`src/rtl/tqvp_vga_capture.sv`:
```
// TinyQV video-capture peripheral: sync timing, single-pixel probe and per-frame checksum.
// Define TQVP_VGA_CAP_CRC_EN to replace the 24-bit additive checksum with CRC-16/CCITT.
module tqvp_vga_capture #(
    parameter bit          POLARITY = 1'b1,
    parameter int unsigned CNT_W    = 11
) (
    input  logic        clk,
    input  logic        rst_n,
    input  logic [7:0]  ui_in,
    output logic [7:0]  uo_out,
    input  logic [5:0]  address,
    input  logic [31:0] data_in,
    input  logic [1:0]  data_write_n,
    input  logic [1:0]  data_read_n,
    output logic [31:0] data_out,
    output logic        data_ready,
    output logic        user_interrupt
);
    localparam int unsigned CHK_W = 24;
    localparam int unsigned PIX_W = 6;
    localparam logic [CNT_W-1:0] CNT_MAX = '1;

    localparam logic [5:0] A_CTRL      = 6'h00;
    localparam logic [5:0] A_CAP_XY    = 6'h04;
    localparam logic [5:0] A_STATUS    = 6'h08;
    localparam logic [5:0] A_TIMING    = 6'h0C;
    localparam logic [5:0] A_CHECKSUM  = 6'h10;
    localparam logic [5:0] A_FRAME_CNT = 6'h14;

`ifdef TQVP_VGA_CAP_CRC_EN
    localparam logic [CHK_W-1:0] CHK_INIT = 24'h00FFFF;

    // Byte-wide CRC-16/CCITT step, MSB first.
    function automatic logic [15:0] crc16_step(input logic [15:0] c, input logic [7:0] b);
        logic [15:0] r;
        r = c ^ {b, 8'h00};
        for (int i = 0; i < 8; i++) begin
            r = r[15] ? ({r[14:0], 1'b0} ^ 16'h1021) : {r[14:0], 1'b0};
        end
        return r;
    endfunction
`else
    localparam logic [CHK_W-1:0] CHK_INIT = '0;
`endif

    typedef enum logic [1:0] {ST_IDLE, ST_WAIT_VSYNC, ST_CAPTURE, ST_DONE} state_e;

    state_e           state_q, state_d;
    logic [7:0]       s1_q, s1_d;
    logic [1:0]       s2_q, s2_d;
    logic [CNT_W-1:0] x_cnt_q, x_cnt_d, y_cnt_q, y_cnt_d;
    logic [CNT_W-1:0] line_len_q, line_len_d, frame_lines_q, frame_lines_d;
    logic [CNT_W-1:0] cap_x_q, cap_x_d, cap_y_q, cap_y_d;
    logic [15:0]      frame_cnt_q, frame_cnt_d;
    logic             irq_en_q, irq_en_d, done_q, done_d, sval_q, sval_d, irq_q, irq_d;
    logic [PIX_W-1:0] sample_q, sample_d;
    logic [CHK_W-1:0] chk_q, chk_d;

    logic             hs_edge, vs_edge, busy, arm, accumulate;
    logic [31:0]      wmask, capxy_rd, capxy_wr;
    logic             unused_ok;

    function automatic logic [CNT_W-1:0] sat_inc(input logic [CNT_W-1:0] v);
        return (v == CNT_MAX) ? v : v + CNT_W'(1);
    endfunction

    // s2 only needs the sync bits for edge detection.
    assign hs_edge = (s1_q[6] == POLARITY) && (s2_q[0] != POLARITY);
    assign vs_edge = (s1_q[7] == POLARITY) && (s2_q[1] != POLARITY);
    assign busy    = (state_q == ST_WAIT_VSYNC) || (state_q == ST_CAPTURE);
    assign arm     = (address == A_CTRL) && wmask[0] && data_in[0];

    assign uo_out         = s1_q;
    assign user_interrupt = irq_q;
    assign data_ready     = 1'b1;
    assign unused_ok      = ^{data_read_n, capxy_wr};

    always_comb begin : wr_lanes
        case (data_write_n)
            2'b00:   wmask = 32'h0000_00FF;
            2'b01:   wmask = 32'h0000_FFFF;
            2'b10:   wmask = 32'hFFFF_FFFF;
            default: wmask = 32'h0000_0000;
        endcase
    end

    always_comb begin : capxy_view
        capxy_rd               = '0;
        capxy_rd[CNT_W-1:0]    = cap_x_q;
        capxy_rd[16 +: CNT_W]  = cap_y_q;
        capxy_wr               = (capxy_rd & ~wmask) | (data_in & wmask);
    end

    always_comb begin : next_state
        state_d       = state_q;
        s1_d          = ui_in;
        s2_d          = s1_q[7:6];
        x_cnt_d       = hs_edge ? '0 : sat_inc(x_cnt_q);
        y_cnt_d       = y_cnt_q;
        line_len_d    = line_len_q;
        frame_lines_d = frame_lines_q;
        frame_cnt_d   = frame_cnt_q;
        cap_x_d       = cap_x_q;
        cap_y_d       = cap_y_q;
        irq_en_d      = irq_en_q;
        done_d        = done_q;
        sval_d        = sval_q;
        sample_d      = sample_q;
        chk_d         = chk_q;
        accumulate    = 1'b0;

        if (vs_edge) begin
            y_cnt_d       = '0;
            frame_lines_d = sat_inc(y_cnt_q);
            frame_cnt_d   = frame_cnt_q + 16'd1;
        end else if (hs_edge) begin
            y_cnt_d = sat_inc(y_cnt_q);
        end
        if (hs_edge) line_len_d = sat_inc(x_cnt_q);

        if ((address == A_CTRL) && wmask[1]) irq_en_d = data_in[1];
        if (address == A_CAP_XY) begin
            cap_x_d = capxy_wr[CNT_W-1:0];
            cap_y_d = capxy_wr[16 +: CNT_W];
        end
        if ((address == A_STATUS) && wmask[0] && data_in[0]) done_d = 1'b0;

        // The FSM runs after the W1C so a DONE set in the same cycle wins.
        case (state_q)
            ST_IDLE, ST_DONE: begin
                if (arm) begin
                    state_d  = ST_WAIT_VSYNC;
                    done_d   = 1'b0;
                    sval_d   = 1'b0;
                    sample_d = '0;
                    chk_d    = CHK_INIT;
                end
            end
            ST_WAIT_VSYNC: begin
                if (vs_edge) begin
                    state_d    = ST_CAPTURE;
                    accumulate = 1'b1;
                end
            end
            ST_CAPTURE: begin
                if (vs_edge) begin
                    state_d = ST_DONE;
                    done_d  = 1'b1;
                end else begin
                    accumulate = 1'b1;
                end
            end
            default: state_d = ST_IDLE;
        endcase

        if (accumulate) begin
`ifdef TQVP_VGA_CAP_CRC_EN
            chk_d = {8'h00, crc16_step(chk_q[15:0], {2'b00, s1_q[5:0]})};
`else
            chk_d = chk_q + CHK_W'(s1_q[5:0]);
`endif
            if (!sval_q && (x_cnt_d == cap_x_q) && (y_cnt_d == cap_y_q)) begin
                sval_d   = 1'b1;
                sample_d = s1_q[5:0];
            end
        end

        irq_d = done_d & irq_en_d;
    end

    always_ff @(posedge clk or negedge rst_n) begin : regs
        if (!rst_n) begin
            state_q       <= ST_IDLE;
            s1_q          <= '0;
            s2_q          <= '0;
            x_cnt_q       <= '0;
            y_cnt_q       <= '0;
            line_len_q    <= '0;
            frame_lines_q <= '0;
            frame_cnt_q   <= '0;
            cap_x_q       <= '0;
            cap_y_q       <= '0;
            irq_en_q      <= 1'b0;
            done_q        <= 1'b0;
            sval_q        <= 1'b0;
            sample_q      <= '0;
            chk_q         <= '0;
            irq_q         <= 1'b0;
        end else begin
            state_q       <= state_d;
            s1_q          <= s1_d;
            s2_q          <= s2_d;
            x_cnt_q       <= x_cnt_d;
            y_cnt_q       <= y_cnt_d;
            line_len_q    <= line_len_d;
            frame_lines_q <= frame_lines_d;
            frame_cnt_q   <= frame_cnt_d;
            cap_x_q       <= cap_x_d;
            cap_y_q       <= cap_y_d;
            irq_en_q      <= irq_en_d;
            done_q        <= done_d;
            sval_q        <= sval_d;
            sample_q      <= sample_d;
            chk_q         <= chk_d;
            irq_q         <= irq_d;
        end
    end

    always_comb begin : rd_mux
        data_out = '0;
        case (address)
            A_CTRL:      data_out = {30'h0, irq_en_q, 1'b0};
            A_CAP_XY:    data_out = capxy_rd;
            A_STATUS:    data_out = {18'h0, sample_q, 5'h0, sval_q, busy, done_q};
            A_TIMING: begin
                data_out[CNT_W-1:0]   = line_len_q;
                data_out[16 +: CNT_W] = frame_lines_q;
            end
            A_CHECKSUM:  data_out = {8'h0, chk_q};
            A_FRAME_CNT: data_out = {16'h0, frame_cnt_q};
            default:     data_out = '0;
        endcase
    end
endmodule
```
`config.mk`:
```
export PLATFORM = sky130hd
export DESIGN_NAME = tqvp_vga_capture
export DESIGN_NICKNAME = d
export VERILOG_FILES = /design/src/rtl/tqvp_vga_capture.sv
export SDC_FILE = /design/constraint.sdc
export NUM_CORES = 1
export LEC_CHECK = 0
export ABC_CLOCK_PERIOD_IN_PS = 3650
export CAP_MARGIN = 20
export CORE_MARGIN = 5
export CORE_UTILIZATION = 56
export DETAILED_ROUTE_END_ITERATION = 8
export GPL_ROUTABILITY_DRIVEN = 0
export PLACE_DENSITY = 0.81
export SETUP_SLACK_MARGIN = 0.1
export SLEW_MARGIN = 10
export SYNTH_ARGS = -nofsm -noshare
export SYNTH_HDL_FRONTEND = slang
export SYNTH_SLANG_ARGS = --single-unit
```
`constraint.sdc`:
```
create_clock -name clk -period 3.65 [get_ports clk]
set_input_delay 0.9125 -clock clk [delete_from_list [all_inputs] [get_ports clk]]
set_output_delay 0.9125 -clock clk [all_outputs]
set_load 0.02 [all_outputs]
```
==> results of run 1 <==
cell usage after synthesis (all sizes together) (4+ instances only):
master   instances  share of area
a21oi           32          0.022
and3             9         0.0076
o221ai           5         0.0059
mux2i           56          0.076
o2111ai          4         0.0047
nor3            21          0.014
a31oi            9         0.0076
dfrtp          128           0.43
nand2          120          0.061
nor2            49          0.025
nand3b           6         0.0061
buf             21          0.016
inv             23          0.012
xnor2           27          0.032
ha              14          0.024
nor4             7         0.0080
o21ai           66          0.045
o211ai           4         0.0041
nor2b            9         0.0076
o31ai           12          0.012
nand3           32          0.022
or3              5         0.0042
clkbuf          30          0.015
mux2            25          0.038
and4             4         0.0047
a311oi           4         0.0047
o21bai           4         0.0041
nand4           17          0.017
and2             7         0.0059
nand2b           5         0.0042
a211oi           5         0.0051
xor2             9          0.011
final cells by class:
type	instances	area [um^2]
fill	954	4000
tap	176	220
clock inverter	9	200
sequential	128	3200
clock buffer	23	498
multi-input combinational	604	3950
inverter	23	86.3
timing repair buffer	109	928
report_power, final:
group / leakage, nW / switching [W] / internal (W)
Sequential: 1.64 / 0.000330 / 0.00167
Clock: 0.336 / 0.000624 / 0.00137
Combinational: 2.10 / 0.000653 / 0.000494
worst max-delay path by stage:
stage               depth (start not counted)  slack (ns)        from            to
finish                                      7        0.16  address[1]  data_out[15]
global route                                9        0.09  address[1]  data_out[19]
CTS                                         9        0.06  address[1]  data_out[12]
detailed placement                          9       -0.41  address[1]  data_out[17]
global placement                            9       -0.26  address[1]   data_out[0]
floorplan                                   6        0.38  address[1]  data_out[11]
per-stage QoR:
step                power, W  hold slack, ns  cells  setup slack, ns
detailed placement   0.00311           0.437   1040           -0.409
finish               0.00514           0.447   1072            0.162
global placement     0.00303           0.430   1040           -0.262
CTS                  0.00513           0.449   1072           0.0608
global route         0.00539           0.465   1072           0.0931
floorplan            0.00271           0.444    806            0.379
cell usage in the layout, fill, tap and decap left out, types with 3 or more instances in the layout:
cell,count
nand4_1,15
nand3_1,32
a31oi_1,9
clkdlybuf4s50_1,46
nand3b_1,6
nand2_1,120
mux2i_1,55
o2111ai_1,4
dfrtp_1,128
and2_1,7
nor2b_1,8
dlygate4sd2_1,3
ha_1,13
bufinv_16,6
and3_1,9
o221ai_2,3
a311oi_1,4
o31ai_1,12
nand2b_1,4
clkbuf_2,3
and4_1,4
o21ai_0,63
nor4_1,6
xnor2_1,26
a211oi_1,5
nor2_1,49
clkbuf_8,5
conb_1,6
mux2_2,25
or3_1,5
or2_2,3
a21oi_1,32
o21bai_1,4
buf_4,42
o211ai_1,4
inv_1,23
nor3_1,20
xor2_1,9
buf_2,12
clkbuf_16,17
routing by layer:
metal  share of wire  wire (um)  vias to the layer above  GRT usage
met3           0.088       1810                       70     0.0712
met2            0.47       9600                      389      0.420
li1                -          -                     3021          -
met4           0.035        720                        0      0.125
met5               0          0                        -          0
met1            0.41       8450                     3190      0.355
critical path, cell delays in order:
cell             delay [ns]
clkdlybuf4s50_1        0.43
nor3_2                 0.21
buf_4                  0.17
nand3b_1               0.19
buf_4                  0.23
nor2_1                 0.10
dlygate4sd2_1          0.34
repair_timing:
action | 4_1_cts | 5_1_grt
resized for setup | 116 | 27
hold buffers | 0 | 0
endpoints found under the setup margin | 27 | 31
gates cloned | 0 | 0
pin swaps | 0 | 2
logic make-up (layout without fill, tap and decap cells):
family	Yosys count	after routing	synth area share
other	2	6	0.00102
AND/OR/NAND/NOR	301	301	0.198
adder cells (fa/ha/maj)	15	15	0.0264
buffers and inverters	74	164	0.0426
AO/OA/AOI/OAI	165	165	0.143
multiplexers	81	81	0.114
flip-flops	128	128	0.433
XOR/XNOR	36	36	0.0426
==> results by group, run 1 <==
Synth
  – YS warnings: 0
  – Post-synth EDFFs: 0
  – Post-Syn Area: 7400 um^2
  – Yosys cell types: 61
  – Flops & latches, synth: 128
  – Post-Syn Instances: 802
  – Synth Flop Type: dfrtp_1
  – Ys async rst share: 1.00
  – Sequential area share after synthesis: 0.433
  – Synth Area per Inst: 9.22 um^2

Placement
  – Port bufs: 75
  – Detailed Place HPWL: 14500 um
  – Placed Area: 8430 um^2

Floorplanning
  – Top Ports: 94
  – Width of the die: 125 um
  – Die ar.: 15600 um^2
  – # rows: 42
  – Die H: 125 um
  – Core area: 13100 um^2
  – Initial Util: 0.565

Route
  – TritonRoute pass-1 iters: 6
  – DR iter-0 viols: 875
  – Routed via count: 6670
  – Via/cell ratio: 6.22
  – Residual DRC: 0
  – Final ANT Viol Nets: 0
  – Final wirelength: 20600 um
  – Detail-routed net length per standard cell: 19.2 um

Setup path
  – WP data required: 2.74 ns
  – CP startpoint kind: input port
  – RR Startpoint: y_cnt_q[0]
  – Crit-path max FO: 6
  – Critical path capture point type: output pin
  – Worst R2R Setup Slack: 0.33 ns
  – Path depth of the worst reg2reg path: 9
  – CP arrival: 2.58 ns
  – WS Path Type: input port to output pin
  – R2R Path End: sample_q[2]

Finish
  – Final net count: 950
  – Post-layout util: 0.694
  – Antenna cells: 0
  – Area growth from synthesis to layout: 22.9%
  – Post-Layout Inst Area: 9090 um^2
  – Share of cells above drive strength 1: 0.156

STA
  – Fraction of the cycle the final worst path needs: 0.956
  – Worst slew pin tran: 0.688 ns
  – Total negative slack: 0 ns
  – Worst slew margin: 0.540
  – Max Freq: 287 MHz
  – Min Tclk post-route: 3.49 ns
  – Max Slew Vio Count: 0
  – RSZ-0062 raised after global routing: true
  – Clock skew: 0.00748 ns
  – Final setup viols: 0
  – Final Hold Fails: 0

Pwr
  – Cell leakage power: 4.07 nW
  – Peak VDD IR: 0.497 mV
  – Pwr/cell area: 566 nW/um^2

Global routing
  – Total GRT Usage: 0.270
  – Grt ovf: 0
  – Largest net degree at the start of global routing: 61
  – First-pass GRT wire length: 34100 um
  – Number of global-route vias before repair: 6671
  – Initial antenna violation count: 0

Clock network
  – Clock-pin transition on the worst setup and hold timing paths: 0.05 ns
  – Later-pin clock latency in the skew report: 0.43 ns
  – CTS Buf Count: 17
  – CTS tree: built
  – Root Driver: clkbuf_16
  – # clock sinks: 128
  – CTS max path bufs: 2
  – H-tree depth: 4
  – Setup Fix Bufs, Post-CTS: 0

Hold path
  – HP Class: flop to flop
  – WHS Path Cells: 0
  – Worst Hold End: s2_q[0]
  – Hold_sp: uo_out[6]

Outcome
  – Outcome: complete, no violations

Flow run
  – Max-cap violations: 0
Note: power is estimated with default switching activity, not from simulation.
==> run 2: changes to the inputs <==
--- a/config.mk
+++ b/config.mk
@@ -5,6 +5,7 @@
 export SDC_FILE = /design/constraint.sdc
 export NUM_CORES = 1
 export LEC_CHECK = 0
+export ABC_AREA = 1
 export ABC_CLOCK_PERIOD_IN_PS = 3650
 export CAP_MARGIN = 20
 export CORE_MARGIN = 5
@@ -17,3 +18,4 @@
 export SYNTH_ARGS = -nofsm -noshare
 export SYNTH_HDL_FRONTEND = slang
 export SYNTH_SLANG_ARGS = --single-unit
+export TNS_END_PERCENT = 100
==> run 2 against run 1 <==
Total power fell by 7.2%. Wire length is 2.4% lower. Global-route usage is 0.30 points higher. Worst setup slack worse by 0.0037 ns. Core utilization grew 1.5 points. Cell count grew 13%. First-iteration DRC count shrank 36%. Worst hold slack lost 0.053 ns. Clock skew fell by 0.0016 ns. Non-clock buffer count is 3 higher. Sequential power fell by 4%. Via count up 1.3%. Largest cell class unchanged.
==> results by group, run 2 <==
Outcome
  – Outcome: complete, no violations

Flow run
  – Max-cap violations: 0 (unchanged)

STA
  – Fin Hold WS: 0.393 ns (-0.0535 ns)
  – Worst slew margin: 0.559 (+0.0191)
  – Max Freq: 286 MHz (-0.11%)
  – Min Tclk post-route: 3.49 ns (+0.00370 ns)
  – Fraction of the cycle the final worst path needs: 0.957 (+0.00101)
  – Clock skew: 0.00584 ns (-0.00164 ns)
  – Max Slew Vio Count: 0 (unchanged)
  – Worst slew pin tran: 0.656 ns (-0.0315 ns)
  – RSZ-0062 raised after global routing: false
  – Worst setup margin: 0.158 ns (-0.00370 ns)
  – Final Hold Fails: 0 (unchanged)
  – Final setup viols: 0 (unchanged)

Finish
  – Antenna cells: 0 (unchanged)
  – Final net count: 1093 (+15%)
  – Commonest non-fill, non-tap cells in the layout: nand2_1, inv_1, dfrtp_1, nor2_1, nand3_1
  – Most common cell after layout, fill and taps aside: nand2_1
  – Post-Layout Inst Area: 8990 um^2 (-1.1%)
  – Fin cells: 1210 (+13%)
  – Area growth from synthesis to layout: 23.7%
  – Share of cells above drive strength 1: 0.150 (-0.00596)

Pwr
  – Cell leakage power: 4.60 nW (+13%)
  – Peak VDD IR: 0.558 mV (+12%)
  – Pwr/cell area: 531 nW/um^2 (-6.2%)

Placement
  – Placed Area: 8360 um^2 (-0.88%)
  – Pre-CTS setup slack: -0.534 ns (-0.125 ns)
  – Port bufs: 75 (unchanged)
  – Detailed Place HPWL: 14400 um (-0.74%)
  – Inst Count DP: 1175 (+13%)

Clock network
  – H-tree depth: 4 (unchanged)
  – CTS tree: built
  – CTS max path bufs: 2 (unchanged)
  – CTS Buf Count: 17 (unchanged)
  – Root Driver: clkbuf_16
  – Later-pin clock latency in the skew report: 0.43 ns (about the same)
  – # clock sinks: 128 (unchanged)
  – # hold bufs at CTS: 0 (unchanged)
  – Clock-pin transition on the worst setup and hold timing paths: 0.05 ns (about the same)

Floorplanning
  – Initial Util: 0.574 (+0.00840)
  – Die H: 124 um (-0.80%)
  – Top Ports: 94 (unchanged)
  – # rows: 41 (-2.4%)
  – Die ar.: 15400 um^2 (-1.6%)
  – Width of the die: 124 um (-0.80%)
  – Core area: 12700 um^2 (-3.2%)

Global routing
  – Initial antenna violation count: 0 (unchanged)
  – Number of global-route vias before repair: 6567 (-1.6%)
  – First-pass GRT wire length: 32100 um (-5.7%)
  – Total GRT Usage: 0.273 (+0.00297)
  – Most Crowded Layer GR: met2
  – GR Util met3: 0.0767 (+0.00556)
  – Largest net degree at the start of global routing: 57 (-6.6%)
  – Grt ovf: 0 (unchanged)
  – GRT met2 Usage: 0.454 (+0.0343)
  – Met1 Use GR: 0.344 (-0.0105)

Synth
  – Synth Flop Type: dfrtp_1
  – YS warnings: 0 (unchanged)
  – Sequential area share after synthesis: 0.441 (+0.00760)
  – Yosys cell types: 55 (-9.8%)
  – Synth top area cells: dfrtp_1, nand2_1, inv_1
  – Post-synth EDFFs: 0 (unchanged)
  – Post-synth top cells: nand2_1, inv_1, dfrtp_1
  – Top-count cell post-synth: nand2_1
  – Synth top area share: 0.441 (+0.00760)
  – Synth Area per Inst: 7.90 um^2 (-14%)
  – Post-Syn Area: 7270 um^2 (-1.7%)
  – Post-Syn Instances: 920 (+15%)
  – Ys async rst share: 1.00 (unchanged)
  – Dominant cell type by area after synthesis: dfrtp_1
  – Flops & latches, synth: 128 (unchanged)

Hold path
  – HP Class: flop to flop

Setup path
  – CP startpoint kind: input port
  – CP arrival: 2.58 ns (about the same)
  – WP data required: 2.74 ns (about the same)
  – WS Path Type: input port to output pin
  – Crit-path max FO: 7 (+1)
  – Critical path capture point type: output pin

Route
  – DR iter-0 viols: 563 (-36%)
  – Final ANT Viol Nets: 0 (unchanged)
  – Via/cell ratio: 5.58 (-10%)
  – Residual DRC: 0 (unchanged)
  – Routed via count: 6757 (+1.3%)
  – Detail-routed net length per standard cell: 16.6 um (-14%)
  – Final wirelength: 20100 um (-2.4%)
  – TritonRoute pass-1 iters: 5 (-1)
[run 2: per-stage QoR]
| stage | utilization | total power, W | setup TNS [ns] |
|---|---|---|---|
| after floorplan | - | 0.00271 | 0 |
| after global placement | 0.660 | 0.00304 | -9.73 |
| after detailed placement | 0.660 | 0.00310 | -11.54 |
| after CTS | 0.704 | 0.00475 | 0 |
| after global routing | 0.709 | 0.00503 | 0 |
| final | 0.709 | 0.00477 | 0 |
[run 2: worst max-delay path: stages]
cell and delay (ns):
clkdlybuf4s50_1 0.44, nor2_2 0.14, inv_2 0.07, buf_4 0.14, nor4_4 0.19, buf_6 0.20
buf_12 0.13, a21oi_1 0.07, o21ai_0 0.08, buf_2 0.19
[run 2: power breakdown]
| group | internal, W | leakage, nW | total (W) | switching, W |
|---|---|---|---|---|
| registers | 0.00169 | 1.53 | 0.00192 | 0.000235 |
| logic | 0.000442 | 2.79 | 0.00121 | 0.000773 |
| clock network | 0.00103 | 0.278 | 0.00164 | 0.000606 |
| total | 0.00316 | 4.60 | 0.00477 | 0.00161 |
[run 2: path summary, 6_finish.rpt]
| check | startpoint | end | slack [ns] | depth (start not counted) |
|---|---|---|---|---|
| max | address[5] | data_out[7] | 0.16 | 10 |
| min | uo_out[7] | s2_q[1] | 0.39 | 0 |
| max reg2reg | state_q[0] | chk_q[22] | 1.14 | 8 |
| min reg2reg | uo_out[7] | s2_q[1] | 0.39 | 0 |
| max in group asynchronous | rst_n | chk_q[5] | 2.33 | 2 |
| min in group asynchronous | rst_n | line_len_q[6] | 0.48 | 1 |
[run 2: kinds of logic (layout without fill, tap and decap cells)]
| logic type | count (synthesis) | after routing | synth area share |
|---|---|---|---|
| multiplexers | 3 | 3 | 0.00448 |
| adder cells (fa/ha/maj) | 15 | 15 | 0.0269 |
| other | 2 | 6 | 0.00103 |
| AND/OR/NAND/NOR | 424 | 424 | 0.272 |
| buffers and inverters | 168 | 282 | 0.0966 |
| flip-flops | 128 | 128 | 0.441 |
| AO/OA/AOI/OAI | 154 | 154 | 0.126 |
| XOR/XNOR | 26 | 26 | 0.0324 |
[run 2: what timing repair did]
item | in CTS | in global routing
gates resized for setup | 148 | 28
setup endpoints to repair | 27 | 26
cloned | 1 | 0
setup buffers | 1 | 2
pin swaps | 3 | 4
[run 2: layout make-up]
cell class | instances | area [um^2]
fillers | 988 | 3680
multi-input cells | 628 | 3510
flip-flops and latches | 128 | 3200
repair buffers | 112 | 976
inverters | 139 | 524
clock buffers | 24 | 472
well taps | 172 | 215
clock inverters | 7 | 85.1
[run 2: per-layer routing]
metal  share of wire  vias to the layer above  wire (um)
met5               0                        -          0
li1                -                     3209          -
met3           0.081                       44       1620
met1            0.40                     3230       7990
met4           0.026                        0        523
met2            0.50                      274       9950
==> RTL edit, RTL diff (flow settings as in run 2) <==
Build with the macro `TQVP_VGA_CAP_CRC_EN` defined.
--- a/src/rtl/tqvp_vga_capture.sv
+++ b/src/rtl/tqvp_vga_capture.sv
@@ -1,5 +1,7 @@
 // TinyQV video-capture peripheral: sync timing, single-pixel probe and per-frame checksum.
 // Define TQVP_VGA_CAP_CRC_EN to replace the 24-bit additive checksum with CRC-16/CCITT.
+`define TQVP_VGA_CAP_CRC_EN
+
 module tqvp_vga_capture #(
     parameter bit          POLARITY = 1'b1,
     parameter int unsigned CNT_W    = 11
Check against the original RTL: not equivalent (Yosys sat finds a counterexample within 4 cycles, from zero or initial values and one cycle with rst_n low).
==> RTL edit against run 2 <==
  * Count of clock-buffer cells in the layout down 2
  * Area after synthesis down 11%
  * Wire length down 16%
  * Power down 4.9%
  * Worst setup slack worse by 37 ps
  * Sequential cell count down 8
  * Final area down 11%
  * Sequential power down 3%
  * Non-clock buffer count down 5
==> RTL edit: results <==
yosys:
  ys_seq_area_share_pct: 46.4
  synthXorXnorAreaFrac_pct: 4.87
  synth.area.mux_share_pct: 0.870
  synth_compound_area_share_pct: 11.7
  ys_top_cells_by_area: "dfrtp_1 (46%), nand2_1 (11%), inv_1 (7.1%), nor2_1 (5.6%), xor2_1 (3.4%)"
  synth_ff_type: "dfrtp_1"
  synth_common_cells: "nand2_1 (183), inv_1 (122), dfrtp_1 (120)"
  synthDistinctLibCells: 45
  synthAdderAreaFrac_pct: 1.55
timing:
  hold_slack_ps: 399
  maxSlewHeadroom_pct: 35.2
  fin_skew_ps: 6.36
critical_path:
  path_max_fanout: 4
  r2r_slack_ps: 940
  r2r-end: "sample_q[4]$_DFF_PN0_"
  reg2reg_depth: 14
  reg2reg_from: "uo_out[6]$_DFF_PN0_"
  cp.arrival_ps: 2620
route:
  routedWlPerCell_um: 15.7
  initialDrtViolationCount: 452
  vias: 5788
outcome:
  outcome: "finished clean"
power:
  netSwitchingFraction_pct: 33.5
  ir_worst_vdd_uv: 565
  leakage_uw: 0.00406
global_route:
  grt.total_usage_pct: 24.7
  grt_pass1_vias: 5607
  grt_max_degree: 69
finish:
  fin_nets: 974
placed_design:
  post-dp-hpwl_mm: 12.2
floorplan:
  dieArea_sq_mm: 0.0138
==> RTL edit: cell types whose count changed after synthesis, moves of 7 or more <==
cell      delta
a22oi_1      +7
o21ai_0     -15
dfrtp_1      -8
nand2_1     -26
xor2_1       +7
inv_1       -13
nand3_1     -15
a21oi_1      -9
nand4_1      -7
clkbuf_1     -7
==> RTL edit: layer usage <==
metal / GRT usage (%) / share of wire (%) / vias up
met1: 32.3 / 42 / 2693
met4: 10.0 / 2.6 / 0
met5: 0 / 0 / -
li1: - / - / 2800
met2: 39.2 / 48 / 251
met3: 6.20 / 7.4 / 44
==> RTL edit: cell families (layout without fill, tap and decap cells) <==
group,count (synthesis),in the layout
AND/OR/NAND/NOR,362,362
buffers and inverters,153,265
AO/OA/AOI/OAI,124,124
flip-flops,120,120
XOR/XNOR,36,36
adder cells (fa/ha/maj),8,8
multiplexers,5,5
other,2,6
==> RTL edit: power by group through the flow <==
stage / clock network, uW / logic (uW) / registers (uW)
after floorplan: 0 / 827 / 1790
after global placement: 0 / 1080 / 1850
after detailed placement: 0 / 1110 / 1860
after CTS: 1570 / 1120 / 1840
after global routing: 1630 / 1280 / 1880
final: 1550 / 1130 / 1860
==> RTL edit: how the worst max path moves through the flow <==
stage	from	endpoint	slack, ps	cells after the start
floorplan	address[1]	data_out[6]	600	6
global placement	address[1]	data_out[3]	-260	11
detailed placement	address[5]	data_out[6]	-280	8
CTS	address[1]	data_out[4]	60	9
global route	address[0]	data_out[2]	-9	10
finish	address[0]	data_out[2]	120	10
==> RTL edit: area by class of cell <==
cell class              instances  area, sq um
fillers                       887         3360
multi-input cells             541         2910
flip-flops and latches        120         3000
clock buffers                  22          474
clock inverters                 9         75.1
inverters                     127          479
well taps                     143          179
repair buffers                107          890
==> RTL edit: through the flow <==
stage	std cells	cell area (sq um)	utilization, %	power, uW	setup slack [ps]
floorplan	814	6490	-	2620	604
global placement	1033	7490	65.9	2930	-261
detailed placement	1033	7490	65.9	2970	-280
CTS	1065	8080	71.0	4540	56.9
global route	1069	8010	70.5	4790	-9.38
finish	1069	8010	70.5	4540	122
==> RTL edit: worst max-delay path: stages <==
cell and delay, ps:
clkdlybuf4s50_1 410, nor2_2 170, nand2_2 100, nor2_2 120, nand2_2 120, buf_4 160
o22ai_1 180, a221oi_2 50, nand2_1 120, clkdlybuf4s15_2 270
==> RTL edit: timing repair <==
| item | in CTS | in global routing |
|---|---|---|
| gates cloned | 0 | 1 |
| resized for setup | 84 | 43 |
| endpoints found under the setup margin | 27 | 27 |
| pin swaps | 1 | 2 |
| buffers inserted | 1 | 3 |
